**src/rtl/uart_rx.sv**
```systemverilog
// -----------------------------------------------------------------------------
// uart_rx
//
// UART receiver driven by a 16x-oversampling tick from the baud generator.
// It deserialises an idle-high asynchronous line (start bit, DATA_BITS data
// bits LSB first, stop bit) and presents each word on dout with a one-cycle
// rx_done strobe.
//
// Parameters
//   DATA_BITS  data bits per frame (5..8)
//   SB_TICKS   ticks counted in the stop bit (16 = 1, 24 = 1.5, 32 = 2 bits)
//
// Ports
//   clk        system clock, rising edge
//   rst        asynchronous, active-low reset
//   tick       1-clk pulse, 16 per bit period
//   rx         serial line, idle high, asynchronous to clk
//   dout       last received data word
//   rx_done    1-clk pulse: dout/frame_err just updated with a new word
//   frame_err  stop-bit sample of the last frame was 0
//   busy       high while a frame is in progress (state != IDLE)
//   dbg_state  current FSM state (0 IDLE, 1 START, 2 DATA, 3 STOP)
//
// Handshake: output only, no backpressure. rx_done is high for exactly one
// clk cycle; dout and frame_err change on that same edge and hold until the
// next frame completes. The consumer must take dout before the next rx_done.
// -----------------------------------------------------------------------------
module uart_rx #(
  parameter int DATA_BITS = 8,
  parameter int SB_TICKS  = 16
) (
  input  logic                 clk,
  input  logic                 rst,
  input  logic                 tick,
  input  logic                 rx,
  output logic [DATA_BITS-1:0] dout,
  output logic                 rx_done,
  output logic                 frame_err,
  output logic                 busy,
  output logic [1:0]           dbg_state
);

  typedef enum logic [1:0] {
    IDLE  = 2'd0,
    START = 2'd1,
    DATA  = 2'd2,
    STOP  = 2'd3
  } state_t;

  localparam logic [4:0] MID_START = 5'd7;
  localparam logic [4:0] BIT_LAST  = 5'd15;
  localparam logic [4:0] SB_LAST   = 5'(SB_TICKS - 1);
  localparam logic [2:0] N_LAST    = 3'(DATA_BITS - 1);

  // Two-flop synchroniser; reset to the idle level so a reset never looks
  // like a start bit.
  logic rx_s1, rx_s2;

  always_ff @(posedge clk or negedge rst) begin
    if (!rst) begin
      rx_s1 <= 1'b1;
      rx_s2 <= 1'b1;
    end else begin
      rx_s1 <= rx;
      rx_s2 <= rx_s1;
    end
  end

  state_t               state, state_n;
  logic [4:0]           s_cnt, s_cnt_n;
  logic [2:0]           n, n_n;
  logic [DATA_BITS-1:0] shift, shift_n;
  logic [DATA_BITS-1:0] dout_n;
  logic                 frame_err_n;
  logic                 rx_done_n;
  logic                 busy_n;

  always_ff @(posedge clk or negedge rst) begin
    if (!rst) begin
      state     <= IDLE;
      s_cnt     <= 5'd0;
      n         <= 3'd0;
      shift     <= '0;
      dout      <= '0;
      frame_err <= 1'b0;
      rx_done   <= 1'b0;
      busy      <= 1'b0;
    end else begin
      state     <= state_n;
      s_cnt     <= s_cnt_n;
      n         <= n_n;
      shift     <= shift_n;
      dout      <= dout_n;
      frame_err <= frame_err_n;
      rx_done   <= rx_done_n;
      busy      <= busy_n;
    end
  end

  always_comb begin
    state_n     = state;
    s_cnt_n     = s_cnt;
    n_n         = n;
    shift_n     = shift;
    dout_n      = dout;
    frame_err_n = frame_err;
    rx_done_n   = 1'b0;

    case (state)
      // Start detect does not wait for a tick, so the mid-bit phase is set
      // by the actual falling edge rather than by tick alignment.
      IDLE: begin
        if (!rx_s2) begin
          state_n = START;
          s_cnt_n = 5'd0;
        end
      end

      // Eight ticks in is the middle of the start bit; a high line there
      // means the falling edge was a glitch.
      START: begin
        if (tick) begin
          if (s_cnt == MID_START) begin
            if (!rx_s2) begin
              state_n = DATA;
              s_cnt_n = 5'd0;
              n_n     = 3'd0;
            end else begin
              state_n = IDLE;
            end
          end else begin
            s_cnt_n = s_cnt + 5'd1;
          end
        end
      end

      // From the start-bit midpoint, every 16 ticks lands on a data midpoint.
      DATA: begin
        if (tick) begin
          if (s_cnt == BIT_LAST) begin
            shift_n = {rx_s2, shift[DATA_BITS-1:1]};
            s_cnt_n = 5'd0;
            if (n == N_LAST) begin
              state_n = STOP;
            end else begin
              n_n = n + 3'd1;
            end
          end else begin
            s_cnt_n = s_cnt + 5'd1;
          end
        end
      end

      // Leaving at the stop sample point (not the end of the stop bit) lets
      // a start bit that immediately follows be caught.
      STOP: begin
        if (tick) begin
          if (s_cnt == SB_LAST) begin
            dout_n      = shift;
            frame_err_n = ~rx_s2;
            rx_done_n   = 1'b1;
            state_n     = IDLE;
          end else begin
            s_cnt_n = s_cnt + 5'd1;
          end
        end
      end

      default: begin
        state_n = IDLE;
      end
    endcase

    busy_n = (state_n != IDLE);
  end

  assign dbg_state = state;

endmodule

```
**config.mk**
```make
export PLATFORM = sky130hd
export DESIGN_NAME = uart_rx
export DESIGN_NICKNAME = d
export VERILOG_FILES = /design/src/rtl/uart_rx.sv
export SDC_FILE = /design/constraint.sdc
export NUM_CORES = 1
export LEC_CHECK = 0
export ABC_AREA = 1
export CAP_MARGIN = 10
export CORE_MARGIN = 4
export CORE_UTILIZATION = 44
export DETAILED_ROUTE_END_ITERATION = 8
export SETUP_SLACK_MARGIN = 0.3
export SLEW_MARGIN = 15
export SYNTH_ARGS = -nofsm -noshare
export SYNTH_HDL_FRONTEND = slang
export SYNTH_SLANG_ARGS = --single-unit
```
**constraint.sdc**
```tcl
create_clock -name clk -period 2.6 [get_ports clk]
set_input_delay 0.52 -clock clk [delete_from_list [all_inputs] [get_ports clk]]
set_output_delay 0.52 -clock clk [all_outputs]
set_load 0.005 [all_outputs]
```
==> summary.md, run 1 <==
| Metric | Value |
|---|---|
| Crit Reg-Reg Startpoint | s_cnt[0] |
| Slowest stage delay, CP | 0.67 ns |
| Switching Share | 36.0% |
| Reg-to-reg slack, setup | 0.66 ns |
| Die Span X | 67.3 um |
| YS warnings | 0 |
| Detailed-router iteration count before antenna repair | 5 |
| Critical Path RT | 2.08 ns |
| CP bufs+invs | 1 |
| Slowest cell on the critical path | dfrtp_1 |
| RSZ-0062 raised after global routing | false |
| Critical path's top delay family | flip-flops |
| Synth unique cells | 24 |
| # IOs | 17 |
| CP arrival | 1.60 ns |
| Crit Path Category | register to output pin |
| Reg2reg end | dout[0] |
| Initial antenna violation count | 0 |
| Slew Limit Fails | 0 |
| GRT Overall Usage | 14.1% |
| DP Worst Slack | 0.566 ns |
| Fraction of layout cells with a size suffix above 1 | 10.2% |
| Cell Area, Synth | 0.00155 mm2 |
| Slew @ Worst Pin | 0.510 ns |
| Crit path cell chain | clkdlybuf4s50_1 |
| PostCTS Resize Cnt | 0 |
| Skew final | 0.00531 ns |
| Max-slew headroom | 66.0% |
| Hold Crit Class | register to register |
| CP endpoint kind | output pin |
| DRT Wirelength | 2810 um |
| Post-route setup slack | 0.481 ns |
| Final ANT Viol Nets | 0 |
| Layout Nets | 206 |
| Worst-path clk slew | 0.09 ns |
| Area added between synthesis and finish | 16.7% |
| Psw | 0.508 mW |
| Core Box Area | 0.00336 mm2 |
| DR vias | 1187 |
| Synth Area per Inst | 8.84 um2 |
| Mapped Cells | 175 |
| Clk pwr share | 25.3% |
| Die area | 0.00453 mm2 |
| Final HPWL from detailed placement | 2050 um |
| Antenna diode instance count | 0 |
| FF+latch count, synth | 31 |
| Die extent in y | 67.3 um |
| Sequential share of the synthesized area | 50.3% |
| Largest net degree at the start of global routing | 32 |
| First-pass GRT wire length | 4690 um |
| # H-tree levels | 2 |
| Status | complete, no violations |
| Final setup viols | 0 |
| Critical path launch point type | register |
| Critical path depth | 1 |
| Max-cap violations | 0 |
| GPL Wtd Cong | 0.821 |
| Root buf cell | clkbuf_4 |
| Iter 0 DRT Violations | 52 |
| Combinational power share | 29.8% |
| CP Launch Point | dbg_state[1] |
| Syn Nets | 185 |
| CTS tree | yes |
| Site row count | 21 |
| Peak Freq | 472 MHz |
| CTS Buf Count | 5 |
| Initial Utilization | 46.0% |
| Hold_buf cts | 0 |
| PortBufs | 16 |
| Worst VDD drop | 400 uV |
| Crit Path Max Fanout | 12 |
| CTS sink cnt | 31 |
| Vias in the first global route | 1048 |
| Reg2reg path depth | 7 |
| DR WL/cell | 11.6 um |
| Pint | 0.904 mW |
| Fin crit period | 2.12 ns |
| Final worst-path cycle share | 81.5% |
| # Post-CTS Setup Buffers | 0 |
| PwrDens | 782 mW/mm2 |
| Leak | 0.893 nW |
| Hold Vio Cnt, Final | 0 |
| Worst Setup EP | dbg_state[1] |
| Clk_lat worst skew | 0.32 ns |
| Total global routing overflow | 0 |
| Sequential share of power | 44.9% |
| CTS Buffer Depth | 2 |
| DR DRC count | 0 |
| Vias per inst | 4.90 |
| Setup TNS | 0 ns |
## layer usage
| layer | GRT usage [%] | vias to the layer above | wire [um] | share of wire, % |
|---|---|---|---|---|
| li1 | - | 599 | - | - |
| met1 | 19.1 | 551 | 1320 | 47 |
| met2 | 21.2 | 30 | 1300 | 46 |
| met3 | 3.49 | 7 | 148 | 5.3 |
| met4 | 6.84 | 0 | 54 | 1.9 |
| met5 | 0 | - | 0 | 0 |
## power groups by stage
stage	sequential, mW	combinational (mW)	clock [mW]
final	0.634	0.421	0.357
after global routing	0.643	0.484	0.391
after CTS	0.635	0.426	0.372
after detailed placement	0.645	0.424	0
after global placement	0.644	0.410	0
after floorplan	0.611	0.333	0
## layout by cell type, fill, tap and decap left out, types with 2 or more instances in the layout
cell type,count
nand3b_1,3
nand4_1,4
nand2_1,35
o21ai_0,10
nor2_4,2
clkbuf_4,5
inv_1,22
dfrtp_1,29
nand2_4,3
dfstp_2,2
clkdlybuf4s50_1,16
nand3_1,18
nor2_1,19
ha_1,6
a21oi_1,10
## synthesized netlist by cell type (all sizes together)
cell,count,area share (%)
o21a,1,0.49
o21ai,10,3.2
ha,6,4.9
nand3,18,5.8
dfrtp,29,47
xor2,1,0.57
nand2,39,11
mux2,1,0.73
nand3b,3,1.5
buf,3,2.4
clkinv,1,0.32
a21oi,11,3.8
or2,1,0.40
dfstp,2,3.4
inv,23,5.6
nor2,22,7.4
nand4,4,1.6
## stage by stage
stage	cell area, um2	total power [mW]	util, %	std cells	hold slack, ns
5_1_grt	1810	1.52	53.7	242	0.374
6_report	1810	1.41	53.7	242	0.363
3_5_place_dp	1740	1.07	51.6	235	0.352
4_1_cts	1810	1.43	53.7	242	0.366
3_3_place_gp	1740	1.05	51.6	235	0.349
2_1_floorplan	1550	0.944	-	175	0.224
## flip-flops by register name, indices dropped and copies added (netlist names)
signal     flops
busy           1
dbg_state      2
dout           8
frame_err      1
n              3
rx_done        1
rx_s1          1
rx_s2          1
s_cnt          5
shift          8
## kinds of logic after synthesis
group	count (synthesis)	share of synthesized area [%]
fa+ha+maj	6	4.85
flops	31	50.3
xor+xnor	1	0.566
mux	1	0.728
simple gates	87	27.7
buf+inv	27	8.33
compound gates	22	7.52
## area by class of cell
type / count / area, um2
fillers: 333 / 1560
flip-flops and latches: 31 / 778
multi-input cells: 117 / 641
repair buffers: 17 / 168
inverters: 24 / 91.3
well taps: 46 / 57.6
clock buffers: 6 / 41.3
clock inverters: 1 / 30.0
## worst min-delay path by stage
| stage | cells past startpoint | start | to |
|---|---|---|---|
| global placement | 0 | rx_s1 | rx_s2 |
| global route | 0 | rx_s1 | rx_s2 |
| detailed placement | 0 | rx_s1 | rx_s2 |
| finish | 0 | rx_s1 | rx_s2 |
| floorplan | 0 | rst | busy |
| CTS | 0 | rx_s1 | rx_s2 |
(Power assumes the default switching activity.)
==> inputs of run 2 (changes only) <==
Clock period 2.6 ns to 2.1 ns, I/O delays scaled along.
==> summary.md, run 2 (synthesis results as in run 1) <==
| Metric | Value |
|---|---|
| Biggest regs | dout (8), shift (8), s_cnt (5) (unchanged) |
| Post-route setup slack | 0.369 ns (was 0.481 ns) |
| Final ANT Viol Nets | 0 (unchanged) |
| Slowest cell on the critical path | dfrtp_1 (unchanged) |
| Core Box Area | 0.00336 mm2 (unchanged) |
| CTS Buf Count | 5 (unchanged) |
| Setup TNS | 0 ns (unchanged) |
| Post-Layout Cell Count | 253 (was 242) |
| DR WL/cell | 12.5 um (was 11.6 um) |
| RSZ-0062 raised after global routing | true (was false) |
| Vias in the first global route | 1155 (was 1048) |
| Clk_lat worst skew | 0.33 ns (was 0.32 ns) |
| Worst-path clk slew | 0.09 ns (about the same) |
| Final worst-path cycle share | 82.4% |
| Initial antenna violation count | 0 (unchanged) |
| Root buf cell | clkbuf_4 (unchanged) |
| GRT Overall Usage | 15.6% (was 14.1%) |
| Final setup viols | 0 (unchanged) |
| Status | complete, no violations (unchanged) |
| CP bufs+invs | 0 (was 1) |
| Skew final | 0.00925 ns (was 0.00531 ns) |
| Crit Path Max Fanout | 7 (was 12) |
| Crit Path Category | register to register (was register to output pin) |
| Max-cap violations | 0 (unchanged) |
| Leak | 0.953 nW (was 0.893 nW) |
| Fillers | 328 (was 333) |
| Worst VDD drop | 451 uV (was 400 uV) |
| Slowest stage delay, CP | 0.39 ns (was 0.67 ns) |
| Most used cell, CP | ha_2 |
| Die Span X | 67.3 um (unchanged) |
| Critical path's top delay family | simple AND/OR/NAND/NOR gates (was flip-flops) |
| CTS tree | yes (unchanged) |
| Die area | 0.00453 mm2 (unchanged) |
| Register area | 781 um2 (was 778 um2) |
| Hold Crit Class | register to register (unchanged) |
| Hold Vio Cnt, Final | 0 (unchanged) |
| Final HPWL from detailed placement | 2180 um (was 2050 um) |
| Vias per inst | 4.88 (was 4.90) |
| Max-slew headroom | 73.3% (was 66.0%) |
| CTS Buffer Depth | 2 (unchanged) |
| Largest net degree at the start of global routing | 32 (unchanged) |
| Detailed-router iteration count before antenna repair | 4 (was 5) |
| DP Worst Slack | 0.252 ns (was 0.566 ns) |
| Placed cell count | 238 (was 235) |
| Iter 0 DRT Violations | 49 (was 52) |
| Crit path cell chain | ha_2 -> nand2_2 -> nor2_4 -> ha_2 -> nand2_4 -> nor2_8 -> mux2_2 (was clkdlybuf4s50_1) |
| Area of the multi-input gates | 661 um2 (was 641 um2) |
| Critical path launch point type | register (unchanged) |
| Peak Freq | 578 MHz |
| Fraction of layout cells with a size suffix above 1 | 17.9% (was 10.2%) |
| DR vias | 1235 (was 1187) |
| Slew Limit Fails | 0 (unchanged) |
| Fin crit period | 1.73 ns |
| Initial Utilization | 46.0% (unchanged) |
| DRT Wirelength | 3160 um (was 2810 um) |
| Die extent in y | 67.3 um (unchanged) |
| CTS sink cnt | 31 (unchanged) |
| PortBufs | 16 (unchanged) |
| CP endpoint kind | register (was output pin) |
| Leading cell types in the layout, fill and taps excluded | nand2_1, dfrtp_1, inv_1, nor2_1, nand3_1 (unchanged) |
| Site row count | 21 (unchanged) |
| First-pass GRT wire length | 5180 um (was 4690 um) |
| Most common cell after layout, fill and taps aside | nand2_1 (unchanged) |
| Slew @ Worst Pin | 0.400 ns (was 0.510 ns) |
| Hold_buf cts | 0 (unchanged) |
| # H-tree levels | 2 (unchanged) |
| Antenna diode instance count | 0 (unchanged) |
| Layout Nets | 217 (was 206) |
| CP arrival | 1.95 ns (was 1.60 ns) |
| DR DRC count | 0 (unchanged) |
| GPL Wtd Cong | 0.832 (was 0.821) |
| Total global routing overflow | 0 (unchanged) |
| Critical Path RT | 2.32 ns (was 2.08 ns) |
| PwrDens | 975 mW/mm2 (was 782 mW/mm2) |
| Area added between synthesis and finish | 24.0% (was 16.7%) |
| # IOs | 17 (unchanged) |
==> run 2: cell count changes in the layout (fill, tap and decap cells not counted), moves of 2 or more <==
| cell | before | now |
|---|---|---|
| buf_4 | 1 | 10 |
| buf_6 | 0 | 2 |
| dfrtp_1 | 29 | 27 |
| dfrtp_2 | 0 | 2 |
| ha_1 | 6 | 4 |
| ha_2 | 0 | 2 |
==> run 2: report_power, final <==
| group | switching (mW) | internal, mW |
|---|---|---|
| clock | 0.200 | 0.245 |
| sequential | 0.0638 | 0.679 |
| combinational | 0.409 | 0.274 |
| total | 0.673 | 1.20 |
==> run 2: worst paths after layout <==
path                          start        to  slack, ns  cells after the start
setup / recovery           s_cnt[0]   dout[0]       0.37                      7
hold / removal                rx_s1     rx_s2       0.36                      0
setup reg to reg           s_cnt[0]   dout[0]       0.37                      7
hold reg to reg               rx_s1     rx_s2       0.36                      0
max in group asynchronous       rst     rx_s1       1.30                      2
min in group asynchronous       rst  s_cnt[4]       0.46                      2
==> run 2: repair_timing <==
item	4_1_cts	5_1_grt
setup buffers	0	8
setup endpoints to repair	8	20
pin swaps	0	2
resized for setup	3	7
==> run 2: per-layer routing <==
metal	track usage, %	vias up	share of wire, %
li1	-	627	-
met1	21.0	569	49
met2	22.9	30	45
met3	4.99	9	4.2
met4	6.84	0	2.0
met5	0	-	0
==> run 2: final cells by class <==
class,count,share of cell area [%]
clock inverter,1,1.56
tap,46,3.00
timing repair buffer,28,13.4
multi-input combinational,117,34.4
sequential,31,40.7
inverter,24,4.76
clock buffer,6,2.15
==> run 2: worst reg2reg max path: cells and delay by family (launching register included) <==
kind | cells | cell delay (ns)
fa+ha+maj | 2 | 0.42
simple gates | 4 | 0.48
mux | 1 | 0.35
flops | 1 | 0.39
==> run 2: through the flow <==
step / power (mW) / hold WS (ns) / cell area, um2 / utilization (%)
after floorplan: 1.17 / 0.124 / 1550 / -
after detailed placement: 1.34 / 0.348 / 1760 / 52.3
final: 1.87 / 0.360 / 1920 / 57.1
after global placement: 1.32 / 0.346 / 1760 / 52.3
after CTS: 1.80 / 0.361 / 1830 / 54.5
after global routing: 2.01 / 0.375 / 1920 / 57.1
